<file path="src/rtl/csr_reg_if.sv">
// csr_reg_if: execute-stage and interrupt-controller CSR bus bundle.
// master drives requests; slave is the CSR file.
interface csr_reg_if;
   logic        ex_wr_en_i;
   logic [31:0] ex_wr_addr_i;
   logic [31:0] ex_wr_data_i;
   logic [31:0] ex_rd_addr_i;
   logic [31:0] ex_rd_data_o;
   logic        clint_wr_en_i;
   logic [31:0] clint_wr_addr_i;
   logic [31:0] clint_wr_data_i;
   logic        clint_wr_privilege_en_i;
   logic [1:0]  clint_wr_privilege_ctrl_i;
   logic [31:0] clint_mtvec_o;
   logic [31:0] clint_mepc_o;
   logic [31:0] clint_mstatus_o;
   logic [1:0]  privilege_o;
   logic        global_int_en_o;

   modport master (
      output ex_wr_en_i,
      output ex_wr_addr_i,
      output ex_wr_data_i,
      output ex_rd_addr_i,
      output clint_wr_en_i,
      output clint_wr_addr_i,
      output clint_wr_data_i,
      output clint_wr_privilege_en_i,
      output clint_wr_privilege_ctrl_i,
      input  ex_rd_data_o,
      input  clint_mtvec_o,
      input  clint_mepc_o,
      input  clint_mstatus_o,
      input  privilege_o,
      input  global_int_en_o
   );

   modport slave (
      input  ex_wr_en_i,
      input  ex_wr_addr_i,
      input  ex_wr_data_i,
      input  ex_rd_addr_i,
      input  clint_wr_en_i,
      input  clint_wr_addr_i,
      input  clint_wr_data_i,
      input  clint_wr_privilege_en_i,
      input  clint_wr_privilege_ctrl_i,
      output ex_rd_data_o,
      output clint_mtvec_o,
      output clint_mepc_o,
      output clint_mstatus_o,
      output privilege_o,
      output global_int_en_o
   );
endinterface

</file>
<file path="src/rtl/csr_reg.sv">
// csr_reg: machine-mode CSR file with two write ports,
// 64-bit cycle counter and write-through read bypass.
module csr_reg (
   input logic      sys_clk,
   input logic      sys_reset,
   csr_reg_if.slave bus
);
   localparam int NREG      = 8;
   localparam int I_MSTATUS = 0;
   localparam int I_MIE     = 1;
   localparam int I_MTVEC   = 2;
   localparam int I_MSCR    = 3;
   localparam int I_MEPC    = 4;
   localparam int I_MCAUSE  = 5;
   localparam int I_MCYCLE  = 6;
   localparam int I_MCYCLEH = 7;

   localparam logic [31:0] MSTATUS_RST = 32'h0000_1800;

   logic [31:0] r_csr [NREG];
   logic [1:0]  r_priv;

   logic            w_cwe;
   logic            w_ewe;
   logic [11:0]     w_ca;
   logic [11:0]     w_ea;
   logic [11:0]     w_ra;
   logic [31:0]     w_cd;
   logic [31:0]     w_ed;
   logic [NREG-1:0] w_c_sel;
   logic [NREG-1:0] w_e_sel;
   logic [NREG-1:0] w_rsel;
   logic [31:0]     w_byp [NREG];
   logic [31:0]     w_rd;
   logic            w_lo_wr;
   logic            w_hi_wr;
   logic            w_carry;
   logic            w_unused_hi;

   function automatic logic [NREG-1:0] f_dec(
      input logic [11:0] a
   );
      logic [NREG-1:0] s;
      s = '0;
      unique case (a)
         12'h300: s[I_MSTATUS] = 1'b1;
         12'h304: s[I_MIE]     = 1'b1;
         12'h305: s[I_MTVEC]   = 1'b1;
         12'h340: s[I_MSCR]    = 1'b1;
         12'h341: s[I_MEPC]    = 1'b1;
         12'h342: s[I_MCAUSE]  = 1'b1;
         12'hB00: s[I_MCYCLE]  = 1'b1;
         12'hB80: s[I_MCYCLEH] = 1'b1;
         default: s = '0;
      endcase
      return s;
   endfunction

   // Writes coinciding with reset are dropped, so they never bypass.
   assign w_cwe = bus.clint_wr_en_i & ~sys_reset;
   assign w_ewe = bus.ex_wr_en_i & ~sys_reset;
   assign w_ca  = bus.clint_wr_addr_i[11:0];
   assign w_ea  = bus.ex_wr_addr_i[11:0];
   assign w_ra  = bus.ex_rd_addr_i[11:0];
   assign w_cd  = bus.clint_wr_data_i;
   assign w_ed  = bus.ex_wr_data_i;

   assign w_unused_hi = ^{bus.ex_wr_addr_i[31:12],
                          bus.clint_wr_addr_i[31:12],
                          bus.ex_rd_addr_i[31:12]};

   assign w_c_sel = w_cwe ? f_dec(w_ca) : '0;
   assign w_e_sel = w_ewe ? f_dec(w_ea) : '0;
   assign w_rsel  = f_dec(w_ra);

   // Value each register holds after this edge (counting aside);
   // clint is applied last so it wins on a shared address.
   always_comb begin
      for (int i = 0; i < NREG; i++) begin
         w_byp[i] = r_csr[i];
         if (w_e_sel[i]) w_byp[i] = w_ed;
         if (w_c_sel[i]) w_byp[i] = w_cd;
      end
      w_byp[I_MEPC][1:0] = 2'b00;
   end

   always_comb begin
      w_rd = '0;
      for (int i = 0; i < NREG; i++)
         if (w_rsel[i]) w_rd = w_byp[i];
   end

   assign w_lo_wr = w_c_sel[I_MCYCLE] | w_e_sel[I_MCYCLE];
   assign w_hi_wr = w_c_sel[I_MCYCLEH] | w_e_sel[I_MCYCLEH];
   assign w_carry = ~w_lo_wr & (&r_csr[I_MCYCLE]);

   always_ff @(posedge sys_clk or posedge sys_reset) begin
      if (sys_reset) begin
         for (int i = 0; i < NREG; i++)
            r_csr[i] <= '0;
         r_csr[I_MSTATUS] <= MSTATUS_RST;
         r_priv           <= 2'b11;
      end else begin
         for (int i = 0; i < NREG; i++)
            r_csr[i] <= w_byp[i];
         if (!w_lo_wr)
            r_csr[I_MCYCLE] <= r_csr[I_MCYCLE] + 32'd1;
         if (!w_hi_wr)
            r_csr[I_MCYCLEH] <= r_csr[I_MCYCLEH]
                                + {31'd0, w_carry};
         // 2'b10 is reserved and leaves the level unchanged.
         if (bus.clint_wr_privilege_en_i &&
             bus.clint_wr_privilege_ctrl_i != 2'b10)
            r_priv <= bus.clint_wr_privilege_ctrl_i;
      end
   end

   assign bus.ex_rd_data_o    = w_rd;
   assign bus.clint_mtvec_o   = w_byp[I_MTVEC];
   assign bus.clint_mepc_o    = w_byp[I_MEPC];
   assign bus.clint_mstatus_o = w_byp[I_MSTATUS];
   assign bus.global_int_en_o = w_byp[I_MSTATUS][3];
   assign bus.privilege_o     = r_priv;
endmodule

</file>
<file path="src/flat_wrapper.sv">
// flat-port wrapper written by rule: the top's interface ports become plain ports
module csr_reg_flat 
  (sys_clk, sys_reset, bus_ex_wr_en_i, bus_ex_wr_addr_i, bus_ex_wr_data_i, bus_ex_rd_addr_i, bus_clint_wr_en_i, bus_clint_wr_addr_i, bus_clint_wr_data_i, bus_clint_wr_privilege_en_i, bus_clint_wr_privilege_ctrl_i, bus_ex_rd_data_o, bus_clint_mtvec_o, bus_clint_mepc_o, bus_clint_mstatus_o, bus_privilege_o, bus_global_int_en_o);
  csr_reg_if bus_i ();
  input logic sys_clk;
  input logic sys_reset;
  input wire logic [$bits(bus_i.ex_wr_en_i)-1:0] bus_ex_wr_en_i;
  input wire logic [$bits(bus_i.ex_wr_addr_i)-1:0] bus_ex_wr_addr_i;
  input wire logic [$bits(bus_i.ex_wr_data_i)-1:0] bus_ex_wr_data_i;
  input wire logic [$bits(bus_i.ex_rd_addr_i)-1:0] bus_ex_rd_addr_i;
  input wire logic [$bits(bus_i.clint_wr_en_i)-1:0] bus_clint_wr_en_i;
  input wire logic [$bits(bus_i.clint_wr_addr_i)-1:0] bus_clint_wr_addr_i;
  input wire logic [$bits(bus_i.clint_wr_data_i)-1:0] bus_clint_wr_data_i;
  input wire logic [$bits(bus_i.clint_wr_privilege_en_i)-1:0] bus_clint_wr_privilege_en_i;
  input wire logic [$bits(bus_i.clint_wr_privilege_ctrl_i)-1:0] bus_clint_wr_privilege_ctrl_i;
  output wire logic [$bits(bus_i.ex_rd_data_o)-1:0] bus_ex_rd_data_o;
  output wire logic [$bits(bus_i.clint_mtvec_o)-1:0] bus_clint_mtvec_o;
  output wire logic [$bits(bus_i.clint_mepc_o)-1:0] bus_clint_mepc_o;
  output wire logic [$bits(bus_i.clint_mstatus_o)-1:0] bus_clint_mstatus_o;
  output wire logic [$bits(bus_i.privilege_o)-1:0] bus_privilege_o;
  output wire logic [$bits(bus_i.global_int_en_o)-1:0] bus_global_int_en_o;
  assign bus_i.ex_wr_en_i = bus_ex_wr_en_i;
  assign bus_i.ex_wr_addr_i = bus_ex_wr_addr_i;
  assign bus_i.ex_wr_data_i = bus_ex_wr_data_i;
  assign bus_i.ex_rd_addr_i = bus_ex_rd_addr_i;
  assign bus_i.clint_wr_en_i = bus_clint_wr_en_i;
  assign bus_i.clint_wr_addr_i = bus_clint_wr_addr_i;
  assign bus_i.clint_wr_data_i = bus_clint_wr_data_i;
  assign bus_i.clint_wr_privilege_en_i = bus_clint_wr_privilege_en_i;
  assign bus_i.clint_wr_privilege_ctrl_i = bus_clint_wr_privilege_ctrl_i;
  assign bus_ex_rd_data_o = bus_i.ex_rd_data_o;
  assign bus_clint_mtvec_o = bus_i.clint_mtvec_o;
  assign bus_clint_mepc_o = bus_i.clint_mepc_o;
  assign bus_clint_mstatus_o = bus_i.clint_mstatus_o;
  assign bus_privilege_o = bus_i.privilege_o;
  assign bus_global_int_en_o = bus_i.global_int_en_o;
  csr_reg u_core (.sys_clk(sys_clk), .sys_reset(sys_reset), .bus(bus_i));
endmodule
</file>
<file path="config.mk">
export PLATFORM = sky130hd
export DESIGN_NAME = csr_reg_flat
export DESIGN_NICKNAME = d
export VERILOG_FILES = /design/src/rtl/csr_reg_if.sv /design/src/rtl/csr_reg.sv /design/src/flat_wrapper.sv
export SDC_FILE = /design/constraint.sdc
export NUM_CORES = 1
export LEC_CHECK = 0
export ABC_AREA = 1
export CAP_MARGIN = 10
export CORE_MARGIN = 2
export CORE_UTILIZATION = 45
export CTS_CLUSTER_DIAMETER = 40
export DETAILED_ROUTE_END_ITERATION = 8
export MAX_ROUTING_LAYER = met4
export PLACE_DENSITY = 0.69
export SETUP_SLACK_MARGIN = 0.2
export SLEW_MARGIN = 5
export SYNTH_ARGS = -nofsm -noshare
export SYNTH_HDL_FRONTEND = slang
export SYNTH_SLANG_ARGS = --single-unit
</file>
<file path="constraint.sdc">
create_clock -name sys_clk -period 16 [get_ports sys_clk]
set_input_delay 3.2 -clock sys_clk [delete_from_list [all_inputs] [get_ports sys_clk]]
set_output_delay 3.2 -clock sys_clk [all_outputs]
set_load 0.05 [all_outputs]
</file>
==> results.json <==
{
  "wl_per_cell_microns": 21.1,
  "critPathSlowestCell": "inv_2",
  "async_reset_ff_share_pct": 100,
  "tightest_slew_ns": 1.21,
  "total_power_mw": 1.95,
  "critPathLaunch": "sys_reset",
  "dr.pass1.iters": 6,
  "clock_path_buffers": 3,
  "portBuffers": 235,
  "start_util_pct": 45.5,
  "cp.required_ns": 12.80,
  "rsz0062_at_grt": "no",
  "areaGrowthSynthToFinish_pct": 19.6,
  "cts.sinks": 256,
  "clock.fmax_mhz": 89.2,
  "grt_pass1_vias": 18518,
  "cts-buffers-inserted": 53,
  "fin_area_sq_um": 22200,
  "fp.coreArea_sq_um": 40800,
  "clk_pin_slew_ns": 0.05,
  "h-tree-depth": 2,
  "slew_headroom_pct": 19.0,
  "antenna_found_initial": 1,
  "synth-main-ff-cell": "dfrtp_1",
  "cts_tree": "done",
  "ctsHoldBuffers": 0,
  "num_vias": 19310,
  "crit_path_end_kind": "output pin",
  "grt_use_total_pct": 34.1,
  "final_cell_mix": "nand2_1, inv_1, dfrtp_1",
  "ctsResizeCount": 0,
  "setup_viol": 0,
  "worstHoldPathType": "reg2reg",
  "cp-start-kind": "primary input",
  "outcome": "completed",
  "finalHoldViolCount": 0,
  "drc": 0,
  "synth_cells": 2756,
  "yosysSeqAreaShare_pct": 34.5,
  "slowest_delay_ns": 1.06,
  "drtIter0Drc": 2159,
  "die_x_microns": 207,
  "grt_pass1_wl_microns": 110000,
  "die_area_sq_um": 42900,
  "post_cts_buffers": 0,
  "path_max_fanout": 83,
  "hold_slack_ns": 0.464,
  "mostFrequentLayoutCell": "nand2_1",
  "drive_gt1_share_pct": 7.51,
  "path_common_cell": "nand2_1",
  "min_from": "u_core.bus.privilege_o[0]",
  "ir_drop_v": 0.0000846,
  "path_cells": "clkdlybuf4s50_1 -> inv_8 -> nand2_4 -> nor2_4 -> nand3_1 -> inv_2 -> nand2_1 -> nand3_1 -> nand2_1 -> nor2_1 -> nand2_1 -> nand2_1 -> nand2_1 -> nand2_1 -> nand2_1 -> clkdlybuf4s50_1",
  "syn-cell-area_sq_um": 18600,
  "final.setup.tns_ns": 0,
  "drv_cap": 0,
  "p_leak_nw": 11.0,
  "synth_edf_count": 0,
  "cts-root-buf": "clkbuf_16",
  "post_dp_cell_area_sq_um": 20400,
  "ys_ff_latch": 256,
  "maxSlewViolCount": 0,
  "io_pins": 298,
  "worstPathArrival_ns": 8.01,
  "worstSkewPairLatency_ns": 0.61,
  "ant_nets": 0,
  "finalCritPeriodShare_pct": 70.1,
  "num_rows": 74,
  "wl_microns": 72100,
  "dieHeight_microns": 207,
  "place_inst": 3311,
  "grt_max_degree": 84,
  "gp_congestion": 0.982,
  "overflow": 0,
  "min_period_ns": 11.21,
  "avgSynthCellArea_sq_um": 6.74,
  "fin_nets": 3004,
  "yosys.cell_types.count": 53,
  "path_class": "in2out",
  "fin_skew_ns": 0.0370,
  "r2r-start": "u_core.r_csr[32]",
  "viasPerCell": 5.66,
  "ys_warn_count": 0,
  "post-dp-hpwl_microns": 48200,
  "final_cells": 3411,
  "p_per_area_nw_per_um2": 87.6
}
path summary, 6_finish.rpt:
kind,end,slack [ns],cells after the start
max reg2reg,u_core.r_csr[28],11.44,25
max,bus_ex_rd_data_o[9],4.79,16
max in group asynchronous,u_core.r_csr[253],10.62,4
min reg2reg,u_core.bus.privilege_o[0],0.46,2
min in group asynchronous,u_core.r_csr[17],3.20,2
min,u_core.bus.privilege_o[0],0.46,2
metrics by stage:
step / utilization [%] / worst slack (ns)
finish: 54.5 / 4.79
global route: 54.5 / 4.51
CTS: 54.4 / 4.81
detailed placement: 50.0 / 4.84
global placement: 50.0 / 4.85
floorplan: - / 4.44
where the power goes:
| part | internal (mW) | switching [mW] | leakage, nW |
|---|---|---|---|
| combinational | 0.0493 | 0.0905 | 7.10 |
| sequential | 0.661 | 0.0145 | 3.02 |
| clock | 0.739 | 0.393 | 0.884 |
state kept, by name, indices dropped and copies added (netlist names):
name                    count
u_core.bus.privilege_o      2
u_core.r_csr              254
cell type report:
cell class	count	area, sq um
Clock buffer	68	1490
Fill cell	3958	18600
Sequential cell	256	6410
Tap cell	532	666
Clock inverter	31	338
Multi-Input combinational cell	1939	9550
Inverter	322	1220
Antenna cell	1	2.50
Timing Repair Buffer	262	2550
cell families (layout without fill, tap and decap cells):
family | after synthesis | after routing | share of synthesized area, %
buffers and inverters | 562 | 683 | 14.3
multiplexers | 1 | 1 | 0.0539
other | 1 | 3 | 0.0202
flip-flops | 256 | 256 | 34.5
AO/OA/AOI/OAI | 539 | 539 | 17.1
adder cells (fa/ha/maj) | 3 | 3 | 0.202
XOR/XNOR | 53 | 53 | 2.50
AND/OR/NAND/NOR | 1341 | 1341 | 31.3
cell usage after synthesis, types with 23 or more instances:
library cell / n / area, sq um
nor2_1: 64 / 240
buf_2: 55 / 275
buf_4: 107 / 803
and2_1: 32 / 200
a21oi_1: 69 / 345
clkbuf_1: 65 / 244
o21ai_1: 132 / 661
nand3_1: 194 / 971
o21ai_0: 172 / 861
nor3_1: 23 / 115
nand2_1: 930 / 3490
xor2_1: 43 / 377
o211ai_1: 107 / 803
inv_1: 308 / 1160
dfrtp_1: 252 / 6310
o21a_1: 28 / 210
per-layer routing:
metal / wire, microns / share of wire [%] / global-route usage (%) / vias up
met5: 0 / 0 / - / -
met3: 7830 / 11 / 6.48 / 217
met4: 3490 / 4.8 / 15.5 / 0
met2: 31300 / 43 / 51.1 / 1147
li1: - / - / - / 8969
met1: 29400 / 41 / 44.8 / 8977
worst max-delay path: cells and delay by family:
family	cells	cell delay (ns)
buf+inv	4	2.82
simple gates	12	1.84
Note: power is estimated with default switching activity, not from simulation.
